===== src/rtl/cr16_ctrl_fsm_ws.sv =====
// Multi-cycle control sequencer for the 16-bit CR16-style datapath.
// Configurable memory wait (fixed count or mem_ready handshake), halt at instruction boundary, sticky fault.
module cr16_ctrl_fsm_ws #(
    parameter int MEM_LAT          = 2,
    parameter int MEM_READY_MODE   = 0,
    parameter int MAX_WAIT         = 15,
    parameter int FAULT_ON_ILLEGAL = 1
) (
    input  logic       clk,
    input  logic       reset,
    input  logic [3:0] opCode1,
    input  logic [3:0] opCode2,
    input  logic [3:0] conditionCode,
    input  logic [3:0] shiftAmtIn,
    input  logic [7:0] PSR,
    input  logic       mem_ready,
    input  logic       halt,
    output logic       storeReg,
    output logic       zeroExtend,
    output logic       SrcB,
    output logic       JmpEN,
    output logic       BranchEN,
    output logic       JALEN,
    output logic       PCEN,
    output logic       resultEN,
    output logic       immediateRegEN,
    output logic       updateAddress,
    output logic       wren_a,
    output logic       wren_b,
    output logic       nextInstruction,
    output logic       writeData,
    output logic       PSREN,
    output logic       regWriteEN,
    output logic       PCinstruction,
    output logic       regDest,
    output logic [3:0] shifterControl,
    output logic [3:0] ALUcontrol,
    output logic [1:0] result,
    output logic [3:0] shiftAmtOut,
    output logic       idle,
    output logic       instr_done,
    output logic       fault
);

    // state     | meaning
    // IDLE      | halted, waiting for halt = 0
    // FETCH     | PC drives memory, PC increments
    // FWAIT     | instruction memory wait
    // DECODE    | immediate captured, dispatch on opCode1
    // MEMADR    | memory/jump group, dispatch on opCode2
    // LB_RD     | load address presented
    // LWAIT     | data memory wait
    // LB_WR     | load data written to register file
    // SB_WR     | store write strobe
    // RTYPE_EX  | register-register ALU op
    // RTYPE_WR  | register-register writeback
    // ITYPE_EX  | immediate ALU op
    // ITYPE_WR  | immediate writeback
    // SHIFT_EX  | shifter op
    // SHIFT_WR  | shifter writeback
    // BCOND_EX  | conditional branch
    // JAL_EX    | jump-and-link, link value computed
    // JAL_WR    | link register written
    // JCOND_EX  | conditional jump
    // FAULT     | illegal opcode or memory timeout, reset only
    typedef enum logic [4:0] {
        S_IDLE, S_FETCH, S_FWAIT, S_DECODE, S_MEMADR,
        S_LB_RD, S_LWAIT, S_LB_WR, S_SB_WR,
        S_RTYPE_EX, S_RTYPE_WR, S_ITYPE_EX, S_ITYPE_WR,
        S_SHIFT_EX, S_SHIFT_WR, S_BCOND_EX,
        S_JAL_EX, S_JAL_WR, S_JCOND_EX, S_FAULT
    } state_t;

    localparam bit          HAS_WAIT = (MEM_READY_MODE != 0) || (MEM_LAT > 1);
    localparam logic [15:0] FIX_LAST = 16'(MEM_LAT - 2);
    localparam logic [15:0] TO_LAST  = 16'(MAX_WAIT - 1);
    localparam state_t      ILL_NEXT = (FAULT_ON_ILLEGAL != 0) ? S_FAULT : S_FETCH;

    state_t      state;
    logic [15:0] wait_cnt;
    logic        wait_exit;
    logic        wait_tmo;
    logic        pass;
    logic        unused_psr;

    assign unused_psr  = ^PSR[7:5];
    assign shiftAmtOut = shiftAmtIn;

    always_comb begin
        wait_exit = 1'b0;
        wait_tmo  = 1'b0;
        if (MEM_READY_MODE != 0) begin
            wait_exit = mem_ready;
            wait_tmo  = !mem_ready && (wait_cnt == TO_LAST);
        end else begin
            wait_exit = (wait_cnt == FIX_LAST);
        end
    end

    always_comb begin
        pass = 1'b0;
        case (conditionCode)
            4'h0: pass = PSR[4];
            4'h1: pass = !PSR[4];
            4'h2: pass = PSR[3];
            4'h3: pass = !PSR[3];
            4'h4: pass = PSR[0];
            4'h5: pass = !PSR[0];
            4'h6: pass = PSR[1];
            4'h7: pass = !PSR[1];
            4'h8: pass = PSR[2];
            4'h9: pass = !PSR[2];
            4'hA: pass = !PSR[4] && !PSR[0];
            4'hB: pass = PSR[4] || PSR[0];
            4'hC: pass = !PSR[1] && !PSR[4];
            4'hD: pass = PSR[4] || PSR[1];
            4'hE: pass = 1'b1;
            default: pass = 1'b0;
        endcase
    end

    always_ff @(posedge clk) begin
        if (reset) begin
            state    <= S_IDLE;
            wait_cnt <= '0;
        end else begin
            case (state)
                S_IDLE: if (!halt) state <= S_FETCH;
                S_FETCH: begin
                    wait_cnt <= '0;
                    state    <= HAS_WAIT ? S_FWAIT : S_DECODE;
                end
                S_FWAIT: begin
                    if (wait_tmo)       state <= S_FAULT;
                    else if (wait_exit) state <= S_DECODE;
                    else                wait_cnt <= wait_cnt + 16'd1;
                end
                S_DECODE: begin
                    case (opCode1)
                        4'h0:                                    state <= S_RTYPE_EX;
                        4'h4:                                    state <= S_MEMADR;
                        4'h8, 4'hF:                              state <= S_SHIFT_EX;
                        4'h1, 4'h2, 4'h3, 4'h5, 4'h9, 4'hB, 4'hD: state <= S_ITYPE_EX;
                        4'hC:                                    state <= S_BCOND_EX;
                        default:                                 state <= ILL_NEXT;
                    endcase
                end
                S_MEMADR: begin
                    case (opCode2)
                        4'h0:    state <= S_LB_RD;
                        4'h4:    state <= S_SB_WR;
                        4'h8:    state <= S_JAL_EX;
                        4'hC:    state <= S_JCOND_EX;
                        default: state <= ILL_NEXT;
                    endcase
                end
                S_LB_RD: begin
                    wait_cnt <= '0;
                    state    <= HAS_WAIT ? S_LWAIT : S_LB_WR;
                end
                S_LWAIT: begin
                    if (wait_tmo)       state <= S_FAULT;
                    else if (wait_exit) state <= S_LB_WR;
                    else                wait_cnt <= wait_cnt + 16'd1;
                end
                S_RTYPE_EX: state <= S_RTYPE_WR;
                S_ITYPE_EX: state <= S_ITYPE_WR;
                S_SHIFT_EX: state <= S_SHIFT_WR;
                S_JAL_EX:   state <= S_JAL_WR;
                // instruction boundary: the only place halt is honoured
                S_LB_WR, S_SB_WR, S_RTYPE_WR, S_ITYPE_WR, S_SHIFT_WR,
                S_BCOND_EX, S_JAL_WR, S_JCOND_EX:
                    state <= halt ? S_IDLE : S_FETCH;
                S_FAULT: state <= S_FAULT;
                default: state <= S_IDLE;
            endcase
        end
    end

    always_comb begin
        storeReg        = 1'b0;
        zeroExtend      = 1'b1;
        SrcB            = 1'b1;
        JmpEN           = 1'b0;
        BranchEN        = 1'b0;
        JALEN           = 1'b0;
        PCEN            = 1'b0;
        resultEN        = 1'b0;
        immediateRegEN  = 1'b0;
        updateAddress   = 1'b1;
        wren_a          = 1'b0;
        wren_b          = 1'b0;
        nextInstruction = 1'b0;
        writeData       = 1'b1;
        PSREN           = 1'b0;
        regWriteEN      = 1'b0;
        PCinstruction   = 1'b0;
        regDest         = 1'b1;
        shifterControl  = 4'h0;
        ALUcontrol      = 4'h5;
        result          = 2'h1;
        idle            = 1'b0;
        instr_done      = 1'b0;
        fault           = 1'b0;
        case (state)
            S_IDLE: idle = 1'b1;
            S_FETCH: begin
                nextInstruction = 1'b1;
                PCinstruction   = 1'b1;
                PCEN            = 1'b1;
            end
            S_FWAIT: nextInstruction = 1'b1;
            S_DECODE: begin
                SrcB           = 1'b0;
                immediateRegEN = 1'b1;
                if (opCode2[3]) zeroExtend = (opCode1 inside {4'h1, 4'h2, 4'h3, 4'hD});
            end
            S_LB_RD, S_LWAIT: updateAddress = 1'b0;
            S_LB_WR: begin
                writeData  = 1'b0;
                regWriteEN = 1'b1;
                instr_done = 1'b1;
            end
            S_SB_WR: begin
                storeReg      = 1'b1;
                updateAddress = 1'b0;
                wren_a        = 1'b1;
                instr_done    = 1'b1;
            end
            S_RTYPE_EX: begin
                ALUcontrol = opCode2;
                PSREN      = (opCode2 != 4'h0);
                resultEN   = (opCode2 != 4'h0);
            end
            S_RTYPE_WR: begin
                regWriteEN = !(opCode2 inside {4'h0, 4'hB});
                instr_done = 1'b1;
            end
            S_ITYPE_EX: begin
                ALUcontrol = opCode1;
                SrcB       = 1'b0;
                PSREN      = 1'b1;
                resultEN   = 1'b1;
            end
            S_ITYPE_WR: begin
                regWriteEN = (opCode1 != 4'hB);
                instr_done = 1'b1;
            end
            S_SHIFT_EX: begin
                shifterControl = (opCode1 == 4'hF) ? opCode1 : opCode2;
                SrcB           = (opCode1 != 4'hF) && (opCode2 == 4'h4);
                result         = 2'h0;
                resultEN       = 1'b1;
            end
            S_SHIFT_WR: begin
                regWriteEN = 1'b1;
                instr_done = 1'b1;
            end
            S_BCOND_EX: begin
                BranchEN      = pass;
                PCinstruction = 1'b1;
                PCEN          = 1'b1;
                SrcB          = 1'b0;
                zeroExtend    = 1'b0;
                instr_done    = 1'b1;
            end
            S_JAL_EX: begin
                JALEN         = 1'b1;
                PCinstruction = 1'b1;
                PCEN          = 1'b1;
                resultEN      = 1'b1;
                result        = 2'h3;
            end
            S_JAL_WR: begin
                regWriteEN = 1'b1;
                regDest    = 1'b0;
                instr_done = 1'b1;
            end
            S_JCOND_EX: begin
                JmpEN         = pass;
                PCinstruction = 1'b1;
                PCEN          = 1'b1;
                instr_done    = 1'b1;
            end
            S_FAULT: fault = 1'b1;
            default: ;
        endcase
    end

endmodule


===== config.mk =====
export PLATFORM = sky130hd
export DESIGN_NAME = cr16_ctrl_fsm_ws
export DESIGN_NICKNAME = d
export VERILOG_FILES = /design/src/rtl/cr16_ctrl_fsm_ws.sv
export SDC_FILE = /design/constraint.sdc
export NUM_CORES = 1
export LEC_CHECK = 0
export CAP_MARGIN = 30
export CORE_ASPECT_RATIO = 1.1
export CORE_UTILIZATION = 36
export CTS_CLUSTER_SIZE = 28
export DETAILED_ROUTE_END_ITERATION = 12
export PLACE_DENSITY = 0.71
export SYNTH_ARGS = -nofsm -noshare
export SYNTH_HDL_FRONTEND = slang
export SYNTH_SLANG_ARGS = --single-unit

===== constraint.sdc =====
create_clock -name clk -period 3.6 [get_ports clk]
set_clock_uncertainty 0.15 [all_clocks]
set_input_delay 0.72 -clock clk [delete_from_list [all_inputs] [get_ports clk]]
set_output_delay 0.72 -clock clk [all_outputs]
set_load 0.02 [all_outputs]

# Word-level counts from Yosys, hierarchy flattened
# Memories as Yosys holds them, arrays and structs flattened.
# Index checks and enable logic that the tools add are counted.
dict set report totals {
  regBits 21
  romBits 80
  in_bits 28
  out_inout_bits 35
  wordCells 114
  mem_count 1
}
dict set report op_classes {
  add_sub_neg 1
  n_eq_ne 48
  mux 32
  reduce_logical 30
}
# name words word_bits read_ports rd_clocked_by_memory_dff wr line
set memory_table {}
lappend memory_table {{(no name shown)} 16 5 1 0 0 139} ;# case (opCode1)
# op count
set op_table {}
lappend op_table {{case mux 5 bit (13 select lines)} 1}
lappend op_table {{equality test 4 bit, second input constant} 12}
lappend op_table {{equality test 5 x 4 -> 1 bit, second input constant} 8}
lappend op_table {{case mux 16 bit (2 select lines)} 1}
lappend op_table {{equality test 4 x 3 -> 1 bit, second input constant} 5}
lappend op_table {{equality test 5 x 3 -> 1 bit, second input constant} 4}
lappend op_table {{equality test 5 bit, second input constant} 4}
lappend op_table {{case mux 5 bit (4 select lines)} 1}
lappend op_table {{adder 16 x 1 -> 16 bit, second input constant} 1}
lappend op_table {{equality test 4 x 2 -> 1 bit, second input constant} 4}
lappend op_table {{logical NOT 16 bit} 1}
lappend op_table {{2-to-1 mux 16 bit} 1}
lappend op_table {{2-to-1 mux 1 bit} 15}
lappend op_table {{2-to-1 mux 5 bit} 3}
lappend op_table {{case mux 1 bit (15 select lines)} 1}
lappend op_table {{OR reduction 3 bit} 4}
lappend op_table {{equality test 5 x 2 -> 1 bit, second input constant} 2}
lappend op_table {{equality test 4 x 1 -> 1 bit, second input constant} 2}
lappend op_table {{logical NOT 4 bit} 2}
lappend op_table {{2-to-1 mux 4 bit} 2}
lappend op_table {{!= test 2 bit, second input constant} 4}
lappend op_table {{!= test 4 bit, second input constant} 2}
lappend op_table {{case mux 1 bit (2 select lines)} 4}
lappend op_table {{case mux 4 bit (2 select lines)} 1}
lappend op_table {{14 further kinds} 26}

# Longest topological paths before layout
dict set report logic_depth {
  ltp_word 4
  depth_mapped 8
  depth_no_buf 6
}

# Worst setup path before layout
# Ideal clock, no wire load.
dict set report synth_timing {
  path_kind {input -> output}
  start {in conditionCode[0]}
  end {out BranchEN}
  arrival_ns 1.991
  required_time_ns 2.730
  path_slack_ns 0.739
  cell_stages 5
  path_buffers 1
  cell_sequence {clkbuf_1 nor3b_1 a21oi_1 a211o_1 a31oi_1}
}
dict set report synth_between {
  elab_chain_len 3
  elab_cells_between_ends 17
  classes_between {eq/ne (14); mux (2); reduce/logical (1)}
}
# item line
set synth_rtl {}
lappend synth_rtl {{start: declaration} 13} ;# input logic [3:0] conditionCode,
lappend synth_rtl {{equality test 4 bit, or another cell as far along} 102} ;# case (conditionCode)
lappend synth_rtl {{case mux 1 bit (15 select lines) *} 102}
lappend synth_rtl {{2-to-1 mux 1 bit *} 205} ;# case (state)
lappend synth_rtl {{end: declaration} 22} ;# output logic BranchEN,
# Every way passes the cells marked *; elsewhere a longest branch is shown, timed or not.

# Worst setup path after layout
dict set report layout_timing {
  start {in opCode1[1]}
  end {out SrcB}
}
dict set report layout_between {
  elab_chain_len 3
}
# item line
set layout_rtl {}
lappend layout_rtl {{start: declaration} 11} ;# input logic [3:0] opCode1,
lappend layout_rtl {{!= test 4 bit} 251} ;# SrcB = (opCode1 != 4'hF) && (opCode2 == 4'h4);
lappend layout_rtl {{logical AND 1 bit} 251}
lappend layout_rtl {{case mux 1 bit (2 select lines)} 205}
lappend layout_rtl {{end: declaration} 20} ;# output logic SrcB,
# No other way between the ends.

==> flow_summary.ini <==
[yosys]
yosys-top-cells-area = dfxtp_1 20%, nand2_1 5.6%, nor2_1 5.3%, a21oi_1 5.1%, mux2i_1 4.4%
synth_commonest_cells = 31 x nand2_1, 29 x nor2_1, 21 x a21oi_1, 21 x dfxtp_1, 18 x clkbuf_1
post_synth_fa_ha_maj_area_fraction_pct = 4.23
syn-num-nets = 331
synth_top_family_by_area = simple AND/OR/NAND/NOR gates
synth_edf_count = 0
yosys_warnings = 0
synthesis.area_sq_um = 2070
synth.avg_cell_area_sq_um = 7.00
synthSimpleGateAreaFrac_pct = 38.9
syn_inst = 296
yosysTopAreaCell = dfxtp_1
synth_compound_area_share_pct = 21.7
yosys_register_bits = 21
synth_most_common_cell = nand2_1
synth_top_area_share_pct = 20.3
yosysUniqueCellTypes = 53
seq_area_frac_synth_pct = 20.3
async_flop_share_pct = 0
synthMuxAreaShare_pct = 4.35
ys.flop_type = dfxtp_1
synth_xor_area_share_pct = 2.11

[layout]
antenna_cells = 0
final_util_pct = 51.0
fillers = 574
drive_gt1_share_pct = 11.4
nets = 386
area_growth_pct = 34.5

[power_and_ir_drop]
power_density_nw_per_um2 = 361
peakVddDrop_uv = 151
leakage_uw = 0.00106
p_total_uw = 1000

[sta]
worst_pin_slew_ps = 657
slew_violations = 0
relSlewSlack_pct = 56.2
rsz0062_at_grt = false
post-route-period-util_pct = 98.1
period_minus_slack_ps = 3530
holdWs_ps = 338
finalSetupViolCount = 0
hold_viol = 0
fmax_mhz = 283

[global_routing]
track_usage_pct = 19.8
grt_pass1_wl_um = 9630
overflow = 0
grt_pass1_vias = 2167
grt_max_degree = 25
antenna_found_initial = 0

[clock_tree]
cts_max_path_buffers = 2
insertion_delay_ps = 260
cts_num_sinks = 21
cts_setup_buffers = 0
cts_made_buffers = 3
hold_buffers = 0
cts_tree = done
clock-root-buffer = clkbuf_8
path_clk_slew_ps = 80
htreeDepth = 1

[die]
die_h_um = 81.5
fp.dieW_um = 74.3
boundaryPins = 63
dieArea_sq_um = 6060
initial_core_util_pct = 37.9
rows = 28
coreArea_sq_um = 5470

[routing]
drc = 0
wire_per_inst_um = 13.6
first_pass_iters = 4
drt-initial-drc-count = 98
vias = 2348
antenna_left = 0
viasPerCell = 5.52
wl_um = 5790

[placed_design]
gp_congestion = 0.815
port-buffer-count = 49
dp_hpwl_um = 4470

[setup_path]
start_kind = input port
cp_data_arrival_time_ps = 2660
crit_fanout = 6
end_kind = primary output
cp.required_ps = 2730
critical_path_class = in2out

[run_status]
status = completed

[flow_run]
cap_violations = 0

[hold_path]
hold_class = reg2reg
per-layer routing:
metal / vias up / share of wire (%) / track usage, %
li1: 1191 / - / -
met1: 1097 / 45 / 24.1
met2: 51 / 49 / 35.5
met3: 9 / 4.0 / 2.45
met4: 0 / 1.8 / 6.98
met5: - / 0 / 0
power breakdown:
part	switching, uW	leakage [uW]	internal (uW)
combinational	320	0.000866	251
sequential	30.1	0.000170	245
clock	81.6	0.0000255	77.3
total	431	0.00106	573
flip-flops by register name (all words and copies together), names as in the netlist:
signal    count
wait_cnt     16
state         5
placed cells by master (no fill, tap or decap), drive strengths merged, types with 3 or more instances in the layout:
master / instances
clkbuf: 3
nor4: 3
and3: 3
nand3: 13
nand2b: 4
or3: 10
o21ai: 13
buf: 30
nor3b: 6
dfxtp: 21
dlygate4sd2: 5
ha: 7
nor2b: 3
nand4: 5
clkdlybuf4s50: 42
o31ai: 8
nand2: 31
xor2: 4
nor3: 7
and4: 4
mux2i: 9
or4: 7
inv: 8
nor2: 29
or2: 3
or4b: 4
nor4b: 5
and2: 3
and3b: 3
a21oi: 21
a31oi: 6
through the flow:
| stage | TNS (ps) | cells | setup WS (ps) | instance area [sq um] |
|---|---|---|---|---|
| after floorplan | 0 | 296 | 739 | 2070 |
| after global placement | -329 | 421 | -95.8 | 2740 |
| after detailed placement | -333 | 421 | -98.9 | 2740 |
| after CTS | 0 | 425 | 28.9 | 2780 |
| after global routing | 0 | 425 | 12.9 | 2790 |
| final | 0 | 425 | 67.1 | 2790 |
layout make-up:
cell class	count	area (sq um)	share of cell area, %
multi-input combinational	238	1480	53.1
timing repair buffer	79	714	25.7
clock inverter	1	5.00	0.180
sequential	21	420	15.1
clock buffer	3	41.3	1.48
tap	75	93.8	3.37
inverter	8	30.0	1.08
worst max-delay path, stage by stage:
cell	delay [ps]
clkdlybuf4s50_1	580
ha_1	260
nand3_1	160
a31oi_1	260
o21ai_0	120
clkdlybuf4s50_1	560
what timing repair did:
item,in CTS,in global routing
gates cloned,0,0
setup endpoints to repair,5,2
endpoints found under the hold margin,0,0
resized for setup,5,2
kinds of logic (layout without fill, tap and decap cells):
family	count (synthesis)	in the layout
simple gates	146	146
compound gates	70	70
buf+inv	37	91
flops	21	21
mux	9	9
fa+ha+maj	7	7
xor+xnor	5	5
other cells	1	1
path summary, 6_finish.rpt:
check,startpoint,to,slack (ps),cells past startpoint
setup / recovery,opCode1[1],SrcB,70,6
hold / removal,wait_cnt[15]$_SDFFE_PP0P_,wait_cnt[15]$_SDFFE_PP0P_,340,2
setup reg to reg,state[4]$_SDFFE_PP0P_,wait_cnt[15]$_SDFFE_PP0P_,890,5
hold reg to reg,wait_cnt[15]$_SDFFE_PP0P_,wait_cnt[15]$_SDFFE_PP0P_,340,2
Note: power is estimated with default switching activity, not from simulation.
